<file path="config.mk">
export PLATFORM = sky130hd
export DESIGN_NAME = id_ex_issue_reg_flat
export DESIGN_NICKNAME = d
export VERILOG_FILES = /design/src/rtl/id_ex_issue_reg_if.sv /design/src/rtl/id_ex_issue_reg.sv /design/src/flat_wrapper.sv
export SDC_FILE = /design/constraint.sdc
export NUM_CORES = 1
export LEC_CHECK = 0
export ABC_AREA = 1
export CAP_MARGIN = 30
export CORE_MARGIN = 5
export CORE_UTILIZATION = 24
export DETAILED_ROUTE_END_ITERATION = 12
export HOLD_SLACK_MARGIN = 0.1
export PLACE_DENSITY = 0.62
export SLEW_MARGIN = 10
export SYNTH_ARGS = -nofsm -noshare
export SYNTH_HDL_FRONTEND = slang
export SYNTH_SLANG_ARGS = --single-unit
</file>
<file path="constraint.sdc">
create_clock -name clk -period 6.73 [get_ports clk]
set_input_delay 1.346 -clock clk [delete_from_list [all_inputs] [get_ports clk]]
set_output_delay 1.346 -clock clk [all_outputs]
set_load 0.1 [all_outputs]
</file>
<file path="src/rtl/id_ex_issue_reg_if.sv">
// Execute-stage input bundle: decoded ID fields and hazard sources in, registered EX fields out.
// The master modport is the issue register; the slave modport is the surrounding pipeline.
`timescale 1ns/1ps
interface id_ex_issue_reg_if #(
    parameter int XLEN = 32,
    parameter int RA_W = 5
);
    logic [XLEN-1:0] IMM_ID, REG_DATA1_ID, REG_DATA2_ID, PC_ID;
    logic [2:0]      FUNCT3_ID;
    logic [6:0]      FUNCT7_ID;
    logic [RA_W-1:0] RD_ID, RS1_ID, RS2_ID;
    logic            RegWrite_ID, MemtoReg_ID, MemRead_ID, MemWrite_ID, ALUSrc_ID, Branch_ID;
    logic [1:0]      ALUop_ID;
    logic [RA_W-1:0] rd_ex, rd_mem;
    logic            RegWrite_ex, MemRead_ex, RegWrite_mem;
    logic            hold, flush;

    logic [XLEN-1:0] IMM_EX, REG_DATA1_EX, REG_DATA2_EX, PC_EX;
    logic [2:0]      FUNCT3_EX;
    logic [6:0]      FUNCT7_EX;
    logic [RA_W-1:0] RD_EX, RS1_EX, RS2_EX;
    logic            RegWrite_EX, MemtoReg_EX, MemRead_EX, MemWrite_EX, ALUSrc_EX, Branch_EX;
    logic [1:0]      ALUop_EX, forwardA, forwardB;
    logic            valid_EX, stall_IF_ID;

    modport master (
        input  IMM_ID, REG_DATA1_ID, REG_DATA2_ID, PC_ID, FUNCT3_ID, FUNCT7_ID,
               RD_ID, RS1_ID, RS2_ID, RegWrite_ID, MemtoReg_ID, MemRead_ID, MemWrite_ID,
               ALUSrc_ID, Branch_ID, ALUop_ID, rd_ex, RegWrite_ex, MemRead_ex,
               rd_mem, RegWrite_mem, hold, flush,
        output IMM_EX, REG_DATA1_EX, REG_DATA2_EX, PC_EX, FUNCT3_EX, FUNCT7_EX,
               RD_EX, RS1_EX, RS2_EX, RegWrite_EX, MemtoReg_EX, MemRead_EX, MemWrite_EX,
               ALUSrc_EX, Branch_EX, ALUop_EX, forwardA, forwardB, valid_EX, stall_IF_ID
    );

    modport slave (
        output IMM_ID, REG_DATA1_ID, REG_DATA2_ID, PC_ID, FUNCT3_ID, FUNCT7_ID,
               RD_ID, RS1_ID, RS2_ID, RegWrite_ID, MemtoReg_ID, MemRead_ID, MemWrite_ID,
               ALUSrc_ID, Branch_ID, ALUop_ID, rd_ex, RegWrite_ex, MemRead_ex,
               rd_mem, RegWrite_mem, hold, flush,
        input  IMM_EX, REG_DATA1_EX, REG_DATA2_EX, PC_EX, FUNCT3_EX, FUNCT7_EX,
               RD_EX, RS1_EX, RS2_EX, RegWrite_EX, MemtoReg_EX, MemRead_EX, MemWrite_EX,
               ALUSrc_EX, Branch_EX, ALUop_EX, forwardA, forwardB, valid_EX, stall_IF_ID
    );
endinterface

</file>
<file path="src/rtl/id_ex_issue_reg.sv">
// ID->EX pipeline register: registers the decoded instruction, precomputes EX forward selects,
// and turns load-use hazards and branch flushes into bubbles.
`timescale 1ns/1ps
module id_ex_issue_reg #(
    parameter int       XLEN      = 32,
    parameter int       RA_W      = 5,
    parameter bit [6:0] NOP_FUNCT = 7'd0
) (
    input logic            clk,
    input logic            reset,
    id_ex_issue_reg_if.master bus
);
    typedef struct packed {
        logic [XLEN-1:0] imm, d1, d2, pc;
        logic [2:0]      f3;
        logic [6:0]      f7;
        logic [RA_W-1:0] rd, rs1, rs2;
        logic            rw, m2r, mr, mw, alusrc, br;
        logic [1:0]      aluop, fa, fb;
        logic            v;
    } ex_t;

    typedef enum logic [1:0] {SEL_HOLD = 2'd0, SEL_BUBBLE = 2'd1, SEL_LOAD = 2'd2} sel_t;

    ex_t  ex_q, ex_d, id_s, bubble_s;
    sel_t sel_s;
    logic lu_s;

    // rs==0 never forwards; a nonzero rs matching rd also proves rd!=0.
    function automatic logic [1:0] fwd_sel(input logic [RA_W-1:0] rs,
                                           input logic [RA_W-1:0] rd_e, input logic rw_e,
                                           input logic [RA_W-1:0] rd_m, input logic rw_m);
        logic [1:0] sel;
        if (rs == {RA_W{1'b0}}) begin
            sel = 2'b00;
        end else if (rw_e && (rd_e == rs)) begin
            sel = 2'b10;
        end else if (rw_m && (rd_m == rs)) begin
            sel = 2'b01;
        end else begin
            sel = 2'b00;
        end
        return sel;
    endfunction

    // Hazard detection, candidate EX contents and the hold/bubble/load select.
    always_comb begin
        lu_s = bus.MemRead_ex && (bus.rd_ex != {RA_W{1'b0}}) &&
               ((bus.rd_ex == bus.RS1_ID) || (bus.rd_ex == bus.RS2_ID));

        bubble_s    = '0;
        bubble_s.f3 = NOP_FUNCT[2:0];
        bubble_s.f7 = NOP_FUNCT;

        id_s        = '0;
        id_s.imm    = bus.IMM_ID;
        id_s.d1     = bus.REG_DATA1_ID;
        id_s.d2     = bus.REG_DATA2_ID;
        id_s.pc     = bus.PC_ID;
        id_s.f3     = bus.FUNCT3_ID;
        id_s.f7     = bus.FUNCT7_ID;
        id_s.rd     = bus.RD_ID;
        id_s.rs1    = bus.RS1_ID;
        id_s.rs2    = bus.RS2_ID;
        id_s.rw     = bus.RegWrite_ID;
        id_s.m2r    = bus.MemtoReg_ID;
        id_s.mr     = bus.MemRead_ID;
        id_s.mw     = bus.MemWrite_ID;
        id_s.alusrc = bus.ALUSrc_ID;
        id_s.br     = bus.Branch_ID;
        id_s.aluop  = bus.ALUop_ID;
        id_s.fa     = fwd_sel(bus.RS1_ID, bus.rd_ex, bus.RegWrite_ex, bus.rd_mem, bus.RegWrite_mem);
        id_s.fb     = fwd_sel(bus.RS2_ID, bus.rd_ex, bus.RegWrite_ex, bus.rd_mem, bus.RegWrite_mem);
        id_s.v      = 1'b1;

        if (bus.hold) begin
            sel_s = SEL_HOLD;
        end else if (bus.flush || lu_s) begin
            sel_s = SEL_BUBBLE;
        end else begin
            sel_s = SEL_LOAD;
        end

        case (sel_s)
            SEL_HOLD:   ex_d = ex_q;
            SEL_BUBBLE: ex_d = bubble_s;
            SEL_LOAD:   ex_d = id_s;
            default:    ex_d = bubble_s;
        endcase
    end

    // EX-stage register; reset leaves an all-zero bubble.
    always_ff @(posedge clk or posedge reset) begin
        if (reset) begin
            ex_q <= '0;
        end else begin
            ex_q <= ex_d;
        end
    end

    // A flush redirects fetch, so it overrides the stall; nothing stalls during hold or reset.
    assign bus.stall_IF_ID  = lu_s && !bus.flush && !bus.hold && !reset;

    assign bus.IMM_EX       = ex_q.imm;
    assign bus.REG_DATA1_EX = ex_q.d1;
    assign bus.REG_DATA2_EX = ex_q.d2;
    assign bus.PC_EX        = ex_q.pc;
    assign bus.FUNCT3_EX    = ex_q.f3;
    assign bus.FUNCT7_EX    = ex_q.f7;
    assign bus.RD_EX        = ex_q.rd;
    assign bus.RS1_EX       = ex_q.rs1;
    assign bus.RS2_EX       = ex_q.rs2;
    assign bus.RegWrite_EX  = ex_q.rw;
    assign bus.MemtoReg_EX  = ex_q.m2r;
    assign bus.MemRead_EX   = ex_q.mr;
    assign bus.MemWrite_EX  = ex_q.mw;
    assign bus.ALUSrc_EX    = ex_q.alusrc;
    assign bus.Branch_EX    = ex_q.br;
    assign bus.ALUop_EX     = ex_q.aluop;
    assign bus.forwardA     = ex_q.fa;
    assign bus.forwardB     = ex_q.fb;
    assign bus.valid_EX     = ex_q.v;
endmodule
</file>
<file path="src/flat_wrapper.sv">
// flat-port wrapper written by rule: the top's interface ports become plain ports
module id_ex_issue_reg_flat 
#(
    parameter int       XLEN      = 32,
    parameter int       RA_W      = 5,
    parameter bit [6:0] NOP_FUNCT = 7'd0
)
  (clk, reset, bus_IMM_ID, bus_REG_DATA1_ID, bus_REG_DATA2_ID, bus_PC_ID, bus_FUNCT3_ID, bus_FUNCT7_ID, bus_RD_ID, bus_RS1_ID, bus_RS2_ID, bus_RegWrite_ID, bus_MemtoReg_ID, bus_MemRead_ID, bus_MemWrite_ID, bus_ALUSrc_ID, bus_Branch_ID, bus_ALUop_ID, bus_rd_ex, bus_RegWrite_ex, bus_MemRead_ex, bus_rd_mem, bus_RegWrite_mem, bus_hold, bus_flush, bus_IMM_EX, bus_REG_DATA1_EX, bus_REG_DATA2_EX, bus_PC_EX, bus_FUNCT3_EX, bus_FUNCT7_EX, bus_RD_EX, bus_RS1_EX, bus_RS2_EX, bus_RegWrite_EX, bus_MemtoReg_EX, bus_MemRead_EX, bus_MemWrite_EX, bus_ALUSrc_EX, bus_Branch_EX, bus_ALUop_EX, bus_forwardA, bus_forwardB, bus_valid_EX, bus_stall_IF_ID);
  id_ex_issue_reg_if #(.XLEN(XLEN), .RA_W(RA_W)) bus_i ();
  input logic clk;
  input logic reset;
  input wire logic [$bits(bus_i.IMM_ID)-1:0] bus_IMM_ID;
  input wire logic [$bits(bus_i.REG_DATA1_ID)-1:0] bus_REG_DATA1_ID;
  input wire logic [$bits(bus_i.REG_DATA2_ID)-1:0] bus_REG_DATA2_ID;
  input wire logic [$bits(bus_i.PC_ID)-1:0] bus_PC_ID;
  input wire logic [$bits(bus_i.FUNCT3_ID)-1:0] bus_FUNCT3_ID;
  input wire logic [$bits(bus_i.FUNCT7_ID)-1:0] bus_FUNCT7_ID;
  input wire logic [$bits(bus_i.RD_ID)-1:0] bus_RD_ID;
  input wire logic [$bits(bus_i.RS1_ID)-1:0] bus_RS1_ID;
  input wire logic [$bits(bus_i.RS2_ID)-1:0] bus_RS2_ID;
  input wire logic [$bits(bus_i.RegWrite_ID)-1:0] bus_RegWrite_ID;
  input wire logic [$bits(bus_i.MemtoReg_ID)-1:0] bus_MemtoReg_ID;
  input wire logic [$bits(bus_i.MemRead_ID)-1:0] bus_MemRead_ID;
  input wire logic [$bits(bus_i.MemWrite_ID)-1:0] bus_MemWrite_ID;
  input wire logic [$bits(bus_i.ALUSrc_ID)-1:0] bus_ALUSrc_ID;
  input wire logic [$bits(bus_i.Branch_ID)-1:0] bus_Branch_ID;
  input wire logic [$bits(bus_i.ALUop_ID)-1:0] bus_ALUop_ID;
  input wire logic [$bits(bus_i.rd_ex)-1:0] bus_rd_ex;
  input wire logic [$bits(bus_i.RegWrite_ex)-1:0] bus_RegWrite_ex;
  input wire logic [$bits(bus_i.MemRead_ex)-1:0] bus_MemRead_ex;
  input wire logic [$bits(bus_i.rd_mem)-1:0] bus_rd_mem;
  input wire logic [$bits(bus_i.RegWrite_mem)-1:0] bus_RegWrite_mem;
  input wire logic [$bits(bus_i.hold)-1:0] bus_hold;
  input wire logic [$bits(bus_i.flush)-1:0] bus_flush;
  output wire logic [$bits(bus_i.IMM_EX)-1:0] bus_IMM_EX;
  output wire logic [$bits(bus_i.REG_DATA1_EX)-1:0] bus_REG_DATA1_EX;
  output wire logic [$bits(bus_i.REG_DATA2_EX)-1:0] bus_REG_DATA2_EX;
  output wire logic [$bits(bus_i.PC_EX)-1:0] bus_PC_EX;
  output wire logic [$bits(bus_i.FUNCT3_EX)-1:0] bus_FUNCT3_EX;
  output wire logic [$bits(bus_i.FUNCT7_EX)-1:0] bus_FUNCT7_EX;
  output wire logic [$bits(bus_i.RD_EX)-1:0] bus_RD_EX;
  output wire logic [$bits(bus_i.RS1_EX)-1:0] bus_RS1_EX;
  output wire logic [$bits(bus_i.RS2_EX)-1:0] bus_RS2_EX;
  output wire logic [$bits(bus_i.RegWrite_EX)-1:0] bus_RegWrite_EX;
  output wire logic [$bits(bus_i.MemtoReg_EX)-1:0] bus_MemtoReg_EX;
  output wire logic [$bits(bus_i.MemRead_EX)-1:0] bus_MemRead_EX;
  output wire logic [$bits(bus_i.MemWrite_EX)-1:0] bus_MemWrite_EX;
  output wire logic [$bits(bus_i.ALUSrc_EX)-1:0] bus_ALUSrc_EX;
  output wire logic [$bits(bus_i.Branch_EX)-1:0] bus_Branch_EX;
  output wire logic [$bits(bus_i.ALUop_EX)-1:0] bus_ALUop_EX;
  output wire logic [$bits(bus_i.forwardA)-1:0] bus_forwardA;
  output wire logic [$bits(bus_i.forwardB)-1:0] bus_forwardB;
  output wire logic [$bits(bus_i.valid_EX)-1:0] bus_valid_EX;
  output wire logic [$bits(bus_i.stall_IF_ID)-1:0] bus_stall_IF_ID;
  assign bus_i.IMM_ID = bus_IMM_ID;
  assign bus_i.REG_DATA1_ID = bus_REG_DATA1_ID;
  assign bus_i.REG_DATA2_ID = bus_REG_DATA2_ID;
  assign bus_i.PC_ID = bus_PC_ID;
  assign bus_i.FUNCT3_ID = bus_FUNCT3_ID;
  assign bus_i.FUNCT7_ID = bus_FUNCT7_ID;
  assign bus_i.RD_ID = bus_RD_ID;
  assign bus_i.RS1_ID = bus_RS1_ID;
  assign bus_i.RS2_ID = bus_RS2_ID;
  assign bus_i.RegWrite_ID = bus_RegWrite_ID;
  assign bus_i.MemtoReg_ID = bus_MemtoReg_ID;
  assign bus_i.MemRead_ID = bus_MemRead_ID;
  assign bus_i.MemWrite_ID = bus_MemWrite_ID;
  assign bus_i.ALUSrc_ID = bus_ALUSrc_ID;
  assign bus_i.Branch_ID = bus_Branch_ID;
  assign bus_i.ALUop_ID = bus_ALUop_ID;
  assign bus_i.rd_ex = bus_rd_ex;
  assign bus_i.RegWrite_ex = bus_RegWrite_ex;
  assign bus_i.MemRead_ex = bus_MemRead_ex;
  assign bus_i.rd_mem = bus_rd_mem;
  assign bus_i.RegWrite_mem = bus_RegWrite_mem;
  assign bus_i.hold = bus_hold;
  assign bus_i.flush = bus_flush;
  assign bus_IMM_EX = bus_i.IMM_EX;
  assign bus_REG_DATA1_EX = bus_i.REG_DATA1_EX;
  assign bus_REG_DATA2_EX = bus_i.REG_DATA2_EX;
  assign bus_PC_EX = bus_i.PC_EX;
  assign bus_FUNCT3_EX = bus_i.FUNCT3_EX;
  assign bus_FUNCT7_EX = bus_i.FUNCT7_EX;
  assign bus_RD_EX = bus_i.RD_EX;
  assign bus_RS1_EX = bus_i.RS1_EX;
  assign bus_RS2_EX = bus_i.RS2_EX;
  assign bus_RegWrite_EX = bus_i.RegWrite_EX;
  assign bus_MemtoReg_EX = bus_i.MemtoReg_EX;
  assign bus_MemRead_EX = bus_i.MemRead_EX;
  assign bus_MemWrite_EX = bus_i.MemWrite_EX;
  assign bus_ALUSrc_EX = bus_i.ALUSrc_EX;
  assign bus_Branch_EX = bus_i.Branch_EX;
  assign bus_ALUop_EX = bus_i.ALUop_EX;
  assign bus_forwardA = bus_i.forwardA;
  assign bus_forwardB = bus_i.forwardB;
  assign bus_valid_EX = bus_i.valid_EX;
  assign bus_stall_IF_ID = bus_i.stall_IF_ID;
  id_ex_issue_reg #(.XLEN(XLEN), .RA_W(RA_W), .NOP_FUNCT(NOP_FUNCT)) u_core (.clk(clk), .reset(reset), .bus(bus_i));
endmodule
</file>
==> results.json, run 1 <==
{
  "slowest_delay_ns": 0.52,
  "synth_edf_count": 0,
  "area_growth_pct": 61.8,
  "skew_ns": 0,
  "power_density_nw_per_um2": 278,
  "required_ns": 5.38,
  "ir_drop_mv": 0.135,
  "nets": 1311,
  "end_kind": "output port",
  "synthMuxAreaShare_pct": 0,
  "netlist_area_um2": 6990,
  "ys_ff_latch": 166,
  "via_per_inst": 4.35,
  "fin_cells": 1532,
  "grt_max_degree": 167,
  "ctsLongestPathBuffers": 2,
  "critPathBufInv": 3,
  "grt_pass1_wl_um": 39600,
  "synth_compound_area_share_pct": 0.179,
  "core_um2": 28700,
  "drive_above_1_share_pct": 4.36,
  "power_mw": 3.14,
  "holdCritPathClass": "register to register",
  "start_kind": "primary input",
  "path_cells": "clkdlybuf4s50_1, inv_1, nand2_1, nand2_1, nor2_1, nand3_1, nand2_1, nand2_4, nor2_1, buf_4",
  "relSlewSlack_pct": 30.2,
  "synth_top_family_by_area": "simple AND/OR/NAND/NOR gates",
  "wl_per_cell_um": 16.3,
  "max_slew.worst_pin.slew_ns": 1.04,
  "ys_top_cells_by_area": "dfrtp_1 59%, nand2_1 20%, nand3_1 12%, buf_6 2.4%, clkbuf_1 1.2%",
  "htree_levels": 4,
  "rrSetupSlack_ns": 6.07,
  "hold_violations": 0,
  "drv_slew": 0,
  "fmax_mhz": 227,
  "outcome": "completed",
  "synth_xor_area_share_pct": 0.878,
  "synth_fp_nets": 993,
  "cts.clk_slew.worst_paths_ns": 0.07,
  "synth-async-reset-ratio_pct": 100,
  "dieArea_um2": 32600,
  "place_congestion": 0.828,
  "ys_warn_count": 0,
  "track_usage_pct": 15.0,
  "dieWidth_um": 181,
  "leakagePower_nw": 5.46,
  "syn_inst": 815,
  "synth_fa_ha_area_share_pct": 0,
  "crit_path_top_delay_cell": "clkdlybuf4s50_1",
  "drv_cap": 0,
  "cts.sinks": 166,
  "port_buffers": 344,
  "setup_violations": 0,
  "post_cts_resized": 0,
  "initial_core_util_pct": 24.3,
  "antenna_found_initial": 2,
  "placed_cells": 1497,
  "arrival_ns": 3.06,
  "via_count": 6665,
  "place_area_um2": 10700,
  "cts_tree": "yes",
  "pre_cts_ws_ns": 2.29,
  "final.min_clock_period_ns": 4.40,
  "syn_area_per_cell_um2": 8.57,
  "die_y_um": 181,
  "final_core_util_pct": 39.4,
  "routed_wl_um": 24900,
  "drt-initial-drc-count": 334,
  "io_pins": 345,
  "worst_slack_ns": 2.33,
  "finalCritPeriodShare_pct": 65.4,
  "synth-seq-area-share_pct": 59.5,
  "critPathTopFamily": "buffers and inverters",
  "tns_ns": 0,
  "rsz0062_at_grt": "no",
  "synthDistinctLibCells": 16,
  "cts_setup_buffers": 0,
  "yosysMostFrequentCell": "nand2_1",
  "grt_pass1_vias": 6869,
  "cpMostUsedCell": "nand2_1",
  "yosys.area_share.simple_pct": 33.6,
  "whs_ns": 0.473,
  "num_rows": 62,
  "fill_cells": 2891,
  "worstSetupPathType": "primary input to output port",
  "cp_max_fo": 3,
  "design_area_um2": 11300,
  "clock_tree.root_cell": "clkbuf_16",
  "cts_buffers": 17,
  "yosys-top-cells-count": "377 x nand2_1, 167 x nand3_1, 166 x dfrtp_1, 23 x clkbuf_1, 16 x buf_2",
  "drc": 0,
  "dr.pass1.iters": 4,
  "place_hpwl_um": 17100,
  "synth_top_area_share_pct": 59.5,
  "ant_nets": 0,
  "yosys.area.top_type": "dfrtp_1",
  "hold_buffers": 0,
  "grt_overflow": 0,
  "clk_latency_ns": 0.42,
  "yosys_most_used_dff": "dfrtp_1"
}
logic make-up after synthesis:
group	count (synthesis)
simple gates	566
buf+inv	74
xor+xnor	7
flops	166
compound gates	2
routing by layer:
| layer | share of wire, % | routed length, um | GRT usage, % | up-vias |
|---|---|---|---|---|
| li1 | - | - | - | 3218 |
| met1 | 43 | 10700 | 19.2 | 3172 |
| met2 | 49 | 12100 | 24.8 | 251 |
| met3 | 6.6 | 1650 | 4.54 | 24 |
| met4 | 1.9 | 469 | 4.02 | 0 |
| met5 | 0 | 0 | 0 | - |
worst min-delay path, cell delays in order, from the launching register on:
cell	delay, ns
dfrtp_1	0.34
nand2_1	0.05
nand2_1	0.05
where the power goes:
part | internal (mW) | leakage (nW) | switching, mW
sequential | 1.08 | 2.17 | 0.0430
clock | 0.496 | 0.269 | 0.453
combinational | 0.276 | 3.02 | 0.795
cell usage in the layout, fill, tap and decap left out:
cell type        synthesis  layout
inv_6                    0       5
clkinv_2                 0       1
dfrtp_1                166     166
nand2_4                  0       1
nand2_1                377     377
clkinvlp_4               0       3
inv_2                    4       4
o21ai_0                  1       1
clkbuf_16                0      17
clkinv_4                 0       3
inv_1                   15      14
nor2_1                  14      13
buf_16                   0       3
nor3_1                   4       4
inv_8                    0       2
clkdlybuf4s50_1          0     342
diode_2                  0       2
nand4_1                  3       3
buf_4                    0       7
nand3_1                167     167
clkbuf_1                23       1
nor2_4                   0       1
buf_12                   0       2
xnor2_1                  7       7
clkbuf_8                 0       1
o211ai_1                 1       1
registers in the layout (all words and copies together) (netlist names), 3 cells and up:
name,count
u_core.bus.RD_EX,5
u_core.bus.FUNCT7_EX,7
u_core.bus.RS2_EX,5
u_core.bus.PC_EX,32
u_core.bus.RS1_EX,5
u_core.bus.IMM_EX,32
u_core.bus.REG_DATA1_EX,32
u_core.bus.REG_DATA2_EX,32
u_core.bus.FUNCT3_EX,3
final cells by class:
class	instances	area, um^2	share of cell area [%]
Antenna cell	2	5.00	0.0443
Clock buffer	19	443	3.92
Clock inverter	13	113	0.996
Inverter	19	75.1	0.664
Multi-Input combinational cell	575	2430	21.5
Sequential cell	166	4150	36.8
Tap cell	384	480	4.25
Timing Repair Buffer	354	3600	31.8
final timing paths:
| check | from | end | depth (start not counted) |
|---|---|---|---|
| setup / recovery | bus_rd_ex[2] | bus_stall_IF_ID | 10 |
| hold / removal | u_core.bus.REG_DATA2_EX[3] | u_core.bus.REG_DATA2_EX[3] | 2 |
| setup reg to reg | u_core.bus.FUNCT7_EX[1] | u_core.bus.FUNCT7_EX[1] | 2 |
| hold reg to reg | u_core.bus.REG_DATA2_EX[3] | u_core.bus.REG_DATA2_EX[3] | 2 |
| max in group asynchronous | reset | u_core.bus.IMM_EX[6] | 3 |
| min in group asynchronous | reset | u_core.bus.REG_DATA2_EX[26] | 3 |
No activity file was read; power rests on OpenSTA's default activity.
==> run 2: changes to the inputs <==
clock period = 4.22 ns   (was 6.73 ns; I/O delays follow)
==> results.json, run 2 (same netlist as run 1, synthesis figures left out) <==
{
  "arrival_ns": 2.40,
  "crit_start": "bus_RS1_ID[0]",
  "cts_buffers": 17,
  "grt_overflow": 0,
  "cts_tree": "yes",
  "num_rows": 62,
  "finalCritPeriodShare_pct": 76.9,
  "cp_max_fo": 4,
  "rrSetupSlack_ns": 3.57,
  "rsz0062_at_grt": "no",
  "worstHoldPathCells": 2,
  "track_usage_pct": 14.8,
  "worstSetupPathType": "primary input to output port",
  "clock_tree.root_cell": "clkbuf_16",
  "drc": 0,
  "final_cell_mix": "377 x nand2_1, 342 x clkdlybuf4s50_1, 167 x nand3_1, 166 x dfrtp_1, 17 x clkbuf_16",
  "leakagePower_nw": 5.49,
  "dieArea_um2": 32600,
  "end_kind": "output port",
  "via_per_inst": 4.35,
  "hold_buffers": 0,
  "start_kind": "primary input",
  "whs_ns": 0.474,
  "wl_per_cell_um": 16.0,
  "design_area_um2": 11400,
  "grt_max_degree": 167,
  "pre_cts_ws_ns": 0.977,
  "worstHoldStart": "u_core.bus.PC_EX[9]",
  "layout_commonest_cell": "nand2_1",
  "required_ns": 3.38,
  "setup_violations": 0,
  "drv_cap": 0,
  "place_area_um2": 10700,
  "antenna_found_initial": 0,
  "cts.sinks": 166,
  "ir_drop_mv": 0.203,
  "hold_violations": 0,
  "reg2reg_to": "u_core.bus.IMM_EX[14]",
  "antenna_cells": 0,
  "via_count": 6649,
  "holdCritPathClass": "register to register",
  "area_growth_pct": 62.8,
  "die_y_um": 181,
  "drt-initial-drc-count": 337,
  "htree_levels": 4,
  "place_congestion": 0.835,
  "dieWidth_um": 181,
  "port_buffers": 344,
  "relSlewSlack_pct": 20.9,
  "place_hpwl_um": 16500,
  "routed_wl_um": 24500,
  "outcome": "completed",
  "final.min_clock_period_ns": 3.25,
  "skew_ns": 0,
  "drive_above_1_share_pct": 4.29,
  "ctsLongestPathBuffers": 2,
  "max_slew.worst_pin.slew_ns": 1.19,
  "fmax_mhz": 308,
  "power_density_nw_per_um2": 455,
  "r2r_start": "u_core.bus.IMM_EX[14]",
  "cts.clk_slew.worst_paths_ns": 0.06,
  "io_pins": 345,
  "ant_nets": 0,
  "cts_setup_buffers": 0,
  "post_cts_resized": 0,
  "dr.pass1.iters": 4,
  "reg2reg_depth": 2,
  "hold_end": "u_core.bus.PC_EX[9]",
  "grt_pass1_vias": 6782,
  "worst_slack_ns": 0.975,
  "clk_latency_ns": 0.42,
  "drv_slew": 0,
  "initial_core_util_pct": 24.3,
  "nets": 1308,
  "grt_pass1_wl_um": 39000,
  "core_um2": 28700,
  "fill_cells": 2855
}
-- run 2: changes by cell type in the layout (fill, tap and decap cells not counted), moves of 2 or more --
cell        previous run  this run
buf_4                  7         2
bufinv_16              0         3
buf_12                 2         4
clkinvlp_4             3         1
diode_2                2         0
-- run 2: cell type report --
class                           count  area [um^2]  area share (%)
Tap cell                          384          480            4.22
Multi-Input combinational cell    575         2440            21.4
Clock inverter                     14          185            1.63
Inverter                           19         75.1           0.660
Sequential cell                   166         4150            36.5
Clock buffer                       18          439            3.86
Timing Repair Buffer              351         3600            31.7
-- run 2: metrics by stage --
stage | instances | setup TNS [ns] | total power, mW | util, %
2_1_floorplan | 815 | -0.354 | 2.99 | -
3_3_place_gp | 1492 | 0 | 3.52 | 37.2
5_1_grt | 1527 | 0 | 5.39 | 39.6
6_report | 1527 | 0 | 5.17 | 39.6
3_5_place_dp | 1494 | 0 | 3.54 | 37.3
4_1_cts | 1526 | 0 | 5.25 | 39.5
-- run 2: per-layer routing --
| layer | routed length [um] | vias to the layer above | GRT usage, % | share of wire, % |
|---|---|---|---|---|
| met4 | 663 | 0 | 5.20 | 2.7 |
| met5 | 0 | - | 0 | 0 |
| met1 | 10300 | 3146 | 18.0 | 42 |
| met2 | 11700 | 255 | 24.1 | 48 |
| met3 | 1880 | 37 | 5.53 | 7.7 |
| li1 | - | 3211 | - | - |
-- run 2: power breakdown --
| group | total [mW] | internal, mW | switching (mW) |
|---|---|---|---|
| sequential | 1.78 | 1.72 | 0.0663 |
| clock | 1.68 | 0.966 | 0.709 |
| combinational | 1.71 | 0.442 | 1.27 |
| total | 5.17 | 3.13 | 2.04 |
-- run 2: worst max-delay path by stage --
stage | end | cells past startpoint
after floorplan | bus_stall_IF_ID | 3
after global placement | bus_stall_IF_ID | 10
after detailed placement | bus_stall_IF_ID | 10
after CTS | bus_stall_IF_ID | 10
after global routing | bus_stall_IF_ID | 10
final | bus_stall_IF_ID | 10
-- run 2: critical path: stages --
cell and delay, ns:
clkdlybuf4s50_1 0.57, inv_1 0.08, nand2_1 0.06, nand2_1 0.05, nor2_1 0.12, nand3_1 0.12
nand2_1 0.14, nand2_4 0.08, nor2_2 0.13, buf_12 0.19
